File: src/rtl/dc_fifo_pkg.sv
// Shared definitions for the dual-clock slice FIFO controllers.
// DC_DIN_SYNC3_EN selects 3-flop token synchronizers instead of 2.
package dc_fifo_pkg;

`ifdef DC_DIN_SYNC3_EN
    localparam int DC_SYNC_STAGES = 3;
`else
    localparam int DC_SYNC_STAGES = 2;
`endif

    localparam int DC_TOK_MAX = 1024;
    localparam logic [DC_TOK_MAX-1:0] DC_TOK_RST = DC_TOK_MAX'(1);

    // Rotate the low w bits of v left by one; bits at and above w come back zero.
    function automatic logic [DC_TOK_MAX-1:0] rotl1(input logic [DC_TOK_MAX-1:0] v,
                                                    input int w);
        logic [DC_TOK_MAX-1:0] r;
        r = '0;
        r[0] = v[w-1];
        for (int i = 1; i < DC_TOK_MAX; i++) begin
            if (i < w) r[i] = v[i-1];
        end
        return r;
    endfunction

endpackage

File: src/rtl/dc_token_synchronizer.sv
// Per-bit multi-flop synchronizer for a one-hot token crossing clock domains.
// Every stage resets to the token reset value so both sides start aligned.
module dc_token_synchronizer
    import dc_fifo_pkg::*;
#(
    parameter int WIDTH  = 8,
    parameter int STAGES = DC_SYNC_STAGES
) (
    input  logic             i_clk,
    input  logic             i_rstn,
    input  logic [WIDTH-1:0] i_async,
    output logic [WIDTH-1:0] o_sync
);

    logic [WIDTH-1:0] r_stage [STAGES];

    always_ff @(posedge i_clk or negedge i_rstn) begin
        if (!i_rstn) begin
            for (int s = 0; s < STAGES; s++) r_stage[s] <= DC_TOK_RST[WIDTH-1:0];
        end else begin
            r_stage[0] <= i_async;
            for (int s = 1; s < STAGES; s++) r_stage[s] <= r_stage[s-1];
        end
    end

    assign o_sync = r_stage[STAGES-1];

endmodule

File: src/rtl/dc_fifo_din_ctrl.sv
// Write-side controller of the dual-clock slice FIFO: one-hot write token plus
// not-full flag. DC_DIN_SYNC3_EN lengthens the read-token synchronizer to 3 flops.
module dc_fifo_din_ctrl
    import dc_fifo_pkg::*;
#(
    parameter int DATA_WIDTH   = 32,
    parameter int BUFFER_DEPTH = 8
) (
    input  logic                    clk,
    input  logic                    rstn,
    input  logic                    valid,
    input  logic [DATA_WIDTH-1:0]   data,
    output logic                    ready,
    output logic [BUFFER_DEPTH-1:0] write_pointer,
    output logic [DATA_WIDTH-1:0]   write_data,
    input  logic [BUFFER_DEPTH-1:0] read_pointer
);

    logic [BUFFER_DEPTH-1:0] r_tok;
    logic                    r_init;
    logic [BUFFER_DEPTH-1:0] w_rd_sync;
    logic [DC_TOK_MAX-1:0]   w_rot_full;
    logic                    w_full;
    logic                    w_accept;

    dc_token_synchronizer #(
        .WIDTH  (BUFFER_DEPTH),
        .STAGES (DC_SYNC_STAGES)
    ) u_rd_sync (
        .i_clk   (clk),
        .i_rstn  (rstn),
        .i_async (read_pointer),
        .o_sync  (w_rd_sync)
    );

    // Two bits set in the synchronized token only ever yields a pessimistic full.
    assign w_rot_full = rotl1(DC_TOK_MAX'(r_tok), BUFFER_DEPTH);
    assign w_full     = |(w_rot_full & DC_TOK_MAX'(w_rd_sync));
    assign ready      = r_init & ~w_full;
    assign w_accept   = valid & ready;

    always_ff @(posedge clk or negedge rstn) begin
        if (!rstn) begin
            r_tok  <= DC_TOK_RST[BUFFER_DEPTH-1:0];
            r_init <= 1'b0;
        end else begin
            r_init <= 1'b1;
            if (w_accept) r_tok <= w_rot_full[BUFFER_DEPTH-1:0];
        end
    end

    assign write_pointer = r_tok;
    assign write_data    = data;

endmodule

File: config.mk
export PLATFORM = sky130hd
export DESIGN_NAME = dc_fifo_din_ctrl
export DESIGN_NICKNAME = d
export VERILOG_FILES = /design/src/rtl/dc_fifo_pkg.sv /design/src/rtl/dc_token_synchronizer.sv /design/src/rtl/dc_fifo_din_ctrl.sv
export SDC_FILE = /design/constraint.sdc
export NUM_CORES = 1
export LEC_CHECK = 0
export ABC_AREA = 1
export CORE_AREA = 8 8 70 72
export DETAILED_ROUTE_END_ITERATION = 16
export DIE_AREA = 0 0 78 80
export GPL_ROUTABILITY_DRIVEN = 0
export PLACE_DENSITY = 0.79
export SYNTH_ARGS = -nofsm -noshare
export SYNTH_HDL_FRONTEND = slang
export SYNTH_SLANG_ARGS = --single-unit
File: constraint.sdc
create_clock -name clk -period 1.45 [get_ports clk]
set_clock_uncertainty 0.2 [all_clocks]
set_input_delay 0.29 -clock clk [delete_from_list [all_inputs] [get_ports clk]]
set_output_delay 0.29 -clock clk [all_outputs]
set_load 0.1 [all_outputs]
==> results.cfg, run 1 <==
[clock_network]
cts_hold_buffers = 0
ctsRootBufferMaster = sky130_fd_sc_hd__clkbuf_8
cts_max_path_buffers = 2
cts.clk_slew.worst_paths_ns = 0.08
tritoncts = done
insertion_delay_ns = 0.27
cts-buffers-inserted = 3
htree_num_levels = 1
cts.sink_count = 25

[placed_design]
portbufs = 19
place.detailed.hpwl_mm = 1.53
placedInstanceArea_mm2 = 0.00140
placed_cells = 151

[final_layout]
finish.instance_area_mm2 = 0.00163
final_cell_count_no_fill = 167
antenna_cells_inserted = 0
layout-area-overhead-vs-synth_pct = 49.7
num-nets-final = 161
fraction_of_final_layout_cells_sized_beyond_drive_strength_1 = 0.684

[detailed_routing]
route.vias.total = 703
drt_first_iter_violations = 6
ant_nets = 0
postRouteWirelength_mm = 2.31
avgViaCountPerCell = 4.21
remaining_drc_errors = 0
first_pass_iteration_count_of_the_detailed_router = 2
wl_per_cell_um = 13.9

[synthesis]
synthDominantCellAreaShare = 0.507
synth.top_cells.by_area = sky130_fd_sc_hd__dfrtp_1 51%, sky130_fd_sc_hd__buf_4 22%, sky130_fd_sc_hd__nand2_1 9.3%
ys_top_cells_by_count = 32 x sky130_fd_sc_hd__buf_4, 27 x sky130_fd_sc_hd__nand2_1, 22 x sky130_fd_sc_hd__dfrtp_1, 8 x sky130_fd_sc_hd__nand4_1, 3 x sky130_fd_sc_hd__dfstp_2
seq_area_frac_synth = 0.579
ys_types = 11
post_synth_instance_area_mm2 = 0.00109
synth_top_cell_by_area = sky130_fd_sc_hd__dfrtp_1
syn_inst = 99
synth-main-ff-cell = sky130_fd_sc_hd__dfrtp_1
synth_fp_nets = 142
yosys.cell_count.top_type = sky130_fd_sc_hd__buf_4
synth.avg_cell_area_um2 = 11.0
number_of_warning_messages_in_the_yosys_log = 0
synthArstFlopShare = 1.00
count_of_flip_flops_with_a_built_in_enable_after_synthesis = 0
synth.ff_latch_count = 25

[setup_path]
cp-start-kind = flip-flop
max_fo_critical_path = 2
critical-path-top-cell-by-count = sky130_fd_sc_hd__nand2_2
worst_path_dominant_cell_family = simple AND/OR/NAND/NOR gates
library_cell_contributing_the_largest_single_delay_on_the_critical_path = sky130_fd_sc_hd__dfrtp_4
cp.required_ns = 0.96
crit_arrival_ns = 1.47
worstSetupPathType = reg2out
crit_path_end_kind = output port
timing.critical_path.cells = nand2_2, nand2_2, nor4_4, buf_12
worstPathBufferInverterCount = 1
crit_path_max_incr_delay_ns = 0.49

[timing]
hold_viol = 0
final.setup.worst_slack_ns = -0.510
timing.final.crit_period_ns = 1.96
timing_max_transition_violations_final = 0
timing.setup.tns_ns = -2.65
final-setup-viol-count = 17
min_period_over_period = 1.35
grt_setup_unrepaired = yes
max_freq_mhz = 510

[power_and_ir_drop]
peakVddDrop_uv = 491
p_leak_nw = 0.740
pwr_density_cell_mw_per_mm2 = 760
total_power_w = 0.00123

[worst_hold_path]
holdCritPathClass = reg2reg

[floorplan]
floorplan.io_pins = 84
die_height_um = 80
initial_core_util = 0.282
die-width_um = 78
core_mm2 = 0.00386
die_area_mm2 = 0.00624
std_cell_rows = 23

[global_route]
grt_pass1_vias = 777
grt.total_usage = 0.0725
largest_net_degree_at_the_start_of_global_routing = 26
number_of_antenna_violations_at_the_first_check_in_global_routing = 0
wire_length_of_the_first_global_routing_pass_mm = 3.56
final_global_route_overflow_total = 0

[run]
maxCapViolCount = 0

[outcome]
status = complete, but fails checks
failed_checks = negative setup slack
-- worst paths after layout --
kind                                       startpoint                    end  slack [ns]  depth (start not counted)
worst max register to register       write_pointer[5]       write_pointer[6]       -0.18                          7
worst min register to register  u_rd_sync.r_stage[11]    u_rd_sync.o_sync[3]        0.15                          0
worst max-delay path                 write_pointer[2]                  ready       -0.51                          4
min in group asynchronous                        rstn  u_rd_sync.r_stage[10]        0.17                          2
max in group asynchronous                        rstn    u_rd_sync.o_sync[0]        0.66                          2
worst min-delay path            u_rd_sync.r_stage[11]    u_rd_sync.o_sync[3]        0.15                          0
-- through the flow --
| step | setup WS (ns) | hold WS [ns] | util |
|---|---|---|---|
| final | -0.510 | 0.152 | 0.421 |
| after detailed placement | -0.233 | 0.135 | 0.363 |
| after global placement | -0.214 | 0.134 | 0.363 |
| after floorplan | -0.983 | -0.206 | - |
| after global routing | -0.545 | 0.160 | 0.421 |
| after CTS | -0.505 | 0.153 | 0.402 |
-- sequential cells by signal, summed over array words and instances, names as in the netlist --
| signal | flops |
|---|---|
| u_rd_sync.o_sync | 8 |
| u_rd_sync.r_stage | 8 |
| write_pointer | 8 |
| r_init | 1 |
-- repair_timing --
item / in CTS / in global routing
setup buffers: 9 / 9
setup endpoints to repair: 17 / 17
pin swaps: 8 / 6
resized for setup: 15 / 16
-- final cells by class --
| cell class | instances | area (um^2) |
|---|---|---|
| clock buffer | 4 | 45.0 |
| sequential | 25 | 659 |
| tap | 50 | 62.6 |
| multi-input combinational | 41 | 322 |
| fill | 361 | 2230 |
| timing repair buffer | 47 | 537 |
-- layout by cell type, fill, tap and decap left out --
| master | netlist | layout |
|---|---|---|
| sky130_fd_sc_hd__buf_12 | 0 | 10 |
| sky130_fd_sc_hd__buf_4 | 32 | 18 |
| sky130_fd_sc_hd__buf_6 | 0 | 9 |
| sky130_fd_sc_hd__clkbuf_1 | 0 | 1 |
| sky130_fd_sc_hd__clkbuf_8 | 0 | 3 |
| sky130_fd_sc_hd__clkdlybuf4s50_1 | 0 | 10 |
| sky130_fd_sc_hd__conb_1 | 1 | 1 |
| sky130_fd_sc_hd__dfrtp_1 | 22 | 15 |
| sky130_fd_sc_hd__dfrtp_4 | 0 | 7 |
| sky130_fd_sc_hd__dfstp_2 | 3 | 2 |
| sky130_fd_sc_hd__dfstp_4 | 0 | 1 |
| sky130_fd_sc_hd__nand2_1 | 27 | 2 |
| sky130_fd_sc_hd__nand2_2 | 0 | 20 |
| sky130_fd_sc_hd__nand2_4 | 0 | 5 |
| sky130_fd_sc_hd__nand3_4 | 1 | 2 |
| sky130_fd_sc_hd__nand4_1 | 8 | 8 |
| sky130_fd_sc_hd__nor2_4 | 2 | 2 |
| sky130_fd_sc_hd__nor4_4 | 0 | 1 |
-- worst reg2reg max path, cell delays in order (launching register included) --
cell and delay [ns]:
sky130_fd_sc_hd__dfrtp_4 0.49, sky130_fd_sc_hd__nand2_2 0.09, sky130_fd_sc_hd__nand2_4 0.07, sky130_fd_sc_hd__buf_4 0.14, sky130_fd_sc_hd__nor2_4 0.18, sky130_fd_sc_hd__nand3_4 0.19
sky130_fd_sc_hd__nand2_2 0.12, sky130_fd_sc_hd__nand2_2 0.05
-- logic make-up (layout without fill, tap and decap cells) --
group,count (synthesis),count (layout),synth area share
other,1,1,0.00345
flip-flops,25,25,0.579
AND/OR/NAND/NOR,40,40,0.191
buffers and inverters,33,51,0.226
-- routing by layer --
metal / routed length [um] / GRT usage / part of all wire
met1: 953 / 0.0766 / 0.41
met2: 1200 / 0.115 / 0.52
met3: 116 / 0.0304 / 0.050
met4: 44 / 0.0519 / 0.019
met5: 0 / 0 / 0
-- power breakdown --
part / internal (W) / total [W] / switching, W
clock network: 0.000196 / 0.000403 / 0.000207
registers: 0.000722 / 0.000733 / 0.0000107
logic: 0.0000500 / 0.0000986 / 0.0000486
Power figures use the tool's default switching activity.
==> run 2: changes to the inputs <==
Settings changed: CAP_MARGIN set to 0, SLEW_MARGIN set to 20.
==> results of run 2 <==
Final layout, timing and power as in run 1 (identical DEF).
==> run 3: changes to the inputs <==
Settings changed: RECOVER_POWER set to 50.
==> results.cfg, run 3 (synthesis results as in run 1) <==
[global_route]
number_of_antenna_violations_at_the_first_check_in_global_routing = 0
met1_track_demand_over_resource_in_global_routing = 0.0766
wire_length_of_the_first_global_routing_pass_mm = 3.56
grt_use_met3 = 0.0304
grt.total_usage = 0.0725
final_global_route_overflow_total = 0
largest_net_degree_at_the_start_of_global_routing = 26
global_route.peak_usage_layer = met2
grt_pass1_vias = 777
global_route.usage.met2 = 0.115

[clock_network]
tritoncts = done
cts_max_path_buffers = 2
cts.sink_count = 25
htree_num_levels = 1
cts.clk_slew.worst_paths_ns = 0.08
cts-buffers-inserted = 3
insertion_delay_ns = 0.27
ctsRootBufferMaster = sky130_fd_sc_hd__clkbuf_8
cts_hold_buffers = 0

[placed_design]
place.detailed.hpwl_mm = 1.53
portbufs = 19
placed_cells = 151

[setup_path]
max_fo_critical_path = 2
crit_path_end_kind = output port
crit_arrival_ns = 1.47
worstSetupPathType = reg2out
worstRegToRegCells = 7
cp.required_ns = 0.96
cp-start-kind = flip-flop

[timing]
max_freq_mhz = 510
hold_viol = 0
timing_max_transition_violations_final = 0
grt_setup_unrepaired = yes
timing.final.crit_period_ns = 1.96
slew_headroom = 0.613
worst_slew_pin_slew_ns = 0.581
timing.setup.tns_ns = -2.65
min_period_over_period = 1.35
final-setup-viol-count = 17
final.setup.worst_slack_ns = -0.510

[final_layout]
multi_input_comb_area_um2 = 322
final_cell_count_no_fill = 167
layout-area-overhead-vs-synth_pct = 48.3
antenna_cells_inserted = 0
layout.filler_cells = 363
area.sequential_um2 = 659
layout.cells.most_common = sky130_fd_sc_hd__nand2_2
final_cell_mix = 20 x sky130_fd_sc_hd__nand2_2, 18 x sky130_fd_sc_hd__buf_4, 15 x sky130_fd_sc_hd__dfrtp_1
fraction_of_final_layout_cells_sized_beyond_drive_strength_1 = 0.684
num-nets-final = 161

[power_and_ir_drop]
p_leak_nw = 0.737
peakVddDrop_uv = 488
pwr_density_cell_mw_per_mm2 = 761

[worst_hold_path]
hold-path-cell-count = 0
holdCritPathClass = reg2reg

[run]
maxCapViolCount = 0

[floorplan]
std_cell_rows = 23
floorplan.io_pins = 84
initial_core_util = 0.282
die_height_um = 80
die_area_mm2 = 0.00624
core_mm2 = 0.00386
die-width_um = 78

[outcome]
failed_checks = negative setup slack
status = complete, but fails checks

[detailed_routing]
route.vias.total = 703
wl_per_cell_um = 13.9
remaining_drc_errors = 0
postRouteWirelength_mm = 2.32
first_pass_iteration_count_of_the_detailed_router = 2
drt_first_iter_violations = 6
ant_nets = 0
avgViaCountPerCell = 4.21
-- run 3: cell count changes in the layout (fill, tap and decap cells not counted) --
cell and delta:
sky130_fd_sc_hd__dlygate4sd3_1 +9, sky130_fd_sc_hd__buf_12 -1, sky130_fd_sc_hd__clkdlybuf4s50_1 -9, sky130_fd_sc_hd__clkbuf_2 +1
-- run 3: stage by stage --
stage | cell area [um^2] | util | hold slack, ns | setup WS, ns | power (W)
floorplan | 1170 | - | -0.206 | -0.983 | 0.00119
global placement | 1400 | 0.363 | 0.134 | -0.214 | 0.000829
detailed placement | 1400 | 0.363 | 0.135 | -0.233 | 0.000833
CTS | 1550 | 0.402 | 0.153 | -0.505 | 0.00124
global route | 1610 | 0.418 | 0.160 | -0.545 | 0.00127
finish | 1610 | 0.418 | 0.152 | -0.510 | 0.00122
-- run 3: worst paths after layout --
kind / from / to / slack [ns]
worst min register to register: u_rd_sync.r_stage[11] / u_rd_sync.o_sync[3] / 0.15
worst max register to register: write_pointer[5] / write_pointer[6] / -0.18
worst max-delay path: write_pointer[2] / ready / -0.51
min in group asynchronous: rstn / u_rd_sync.r_stage[10] / 0.36
max in group asynchronous: rstn / write_pointer[4] / 0.26
worst min-delay path: u_rd_sync.r_stage[11] / u_rd_sync.o_sync[3] / 0.15
-- run 3: repair_timing --
item / 4_1_cts / 5_1_grt
pin swaps: 8 / 6
resized for setup: 15 / 16
setup buffers: 9 / 9
setup endpoints to repair: 17 / 17
-- run 3: area by class of cell --
cell class,count,share of cell area
flip-flops and latches,25,0.409
repair buffers,47,0.324
multi-input cells,41,0.200
clock buffers,4,0.0280
well taps,50,0.0389
-- run 3: power breakdown --
group	leakage [nW]	switching [W]	total (W)	internal (W)
clock network	0.0228	0.000207	0.000403	0.000196
registers	0.291	0.0000107	0.000733	0.000722
logic	0.423	0.0000479	0.0000884	0.0000406
-- run 3: worst max-delay path: stages (launching register included) --
cell and delay (ns):
sky130_fd_sc_hd__dfrtp_4 0.49, sky130_fd_sc_hd__nand2_2 0.08, sky130_fd_sc_hd__nand2_2 0.08, sky130_fd_sc_hd__nor4_4 0.34
sky130_fd_sc_hd__buf_12 0.22
-- run 3: per-layer routing --
layer	part of all wire	routed length, um
met5	0	0
met3	0.050	116
met2	0.52	1200
met1	0.41	958
met4	0.019	44
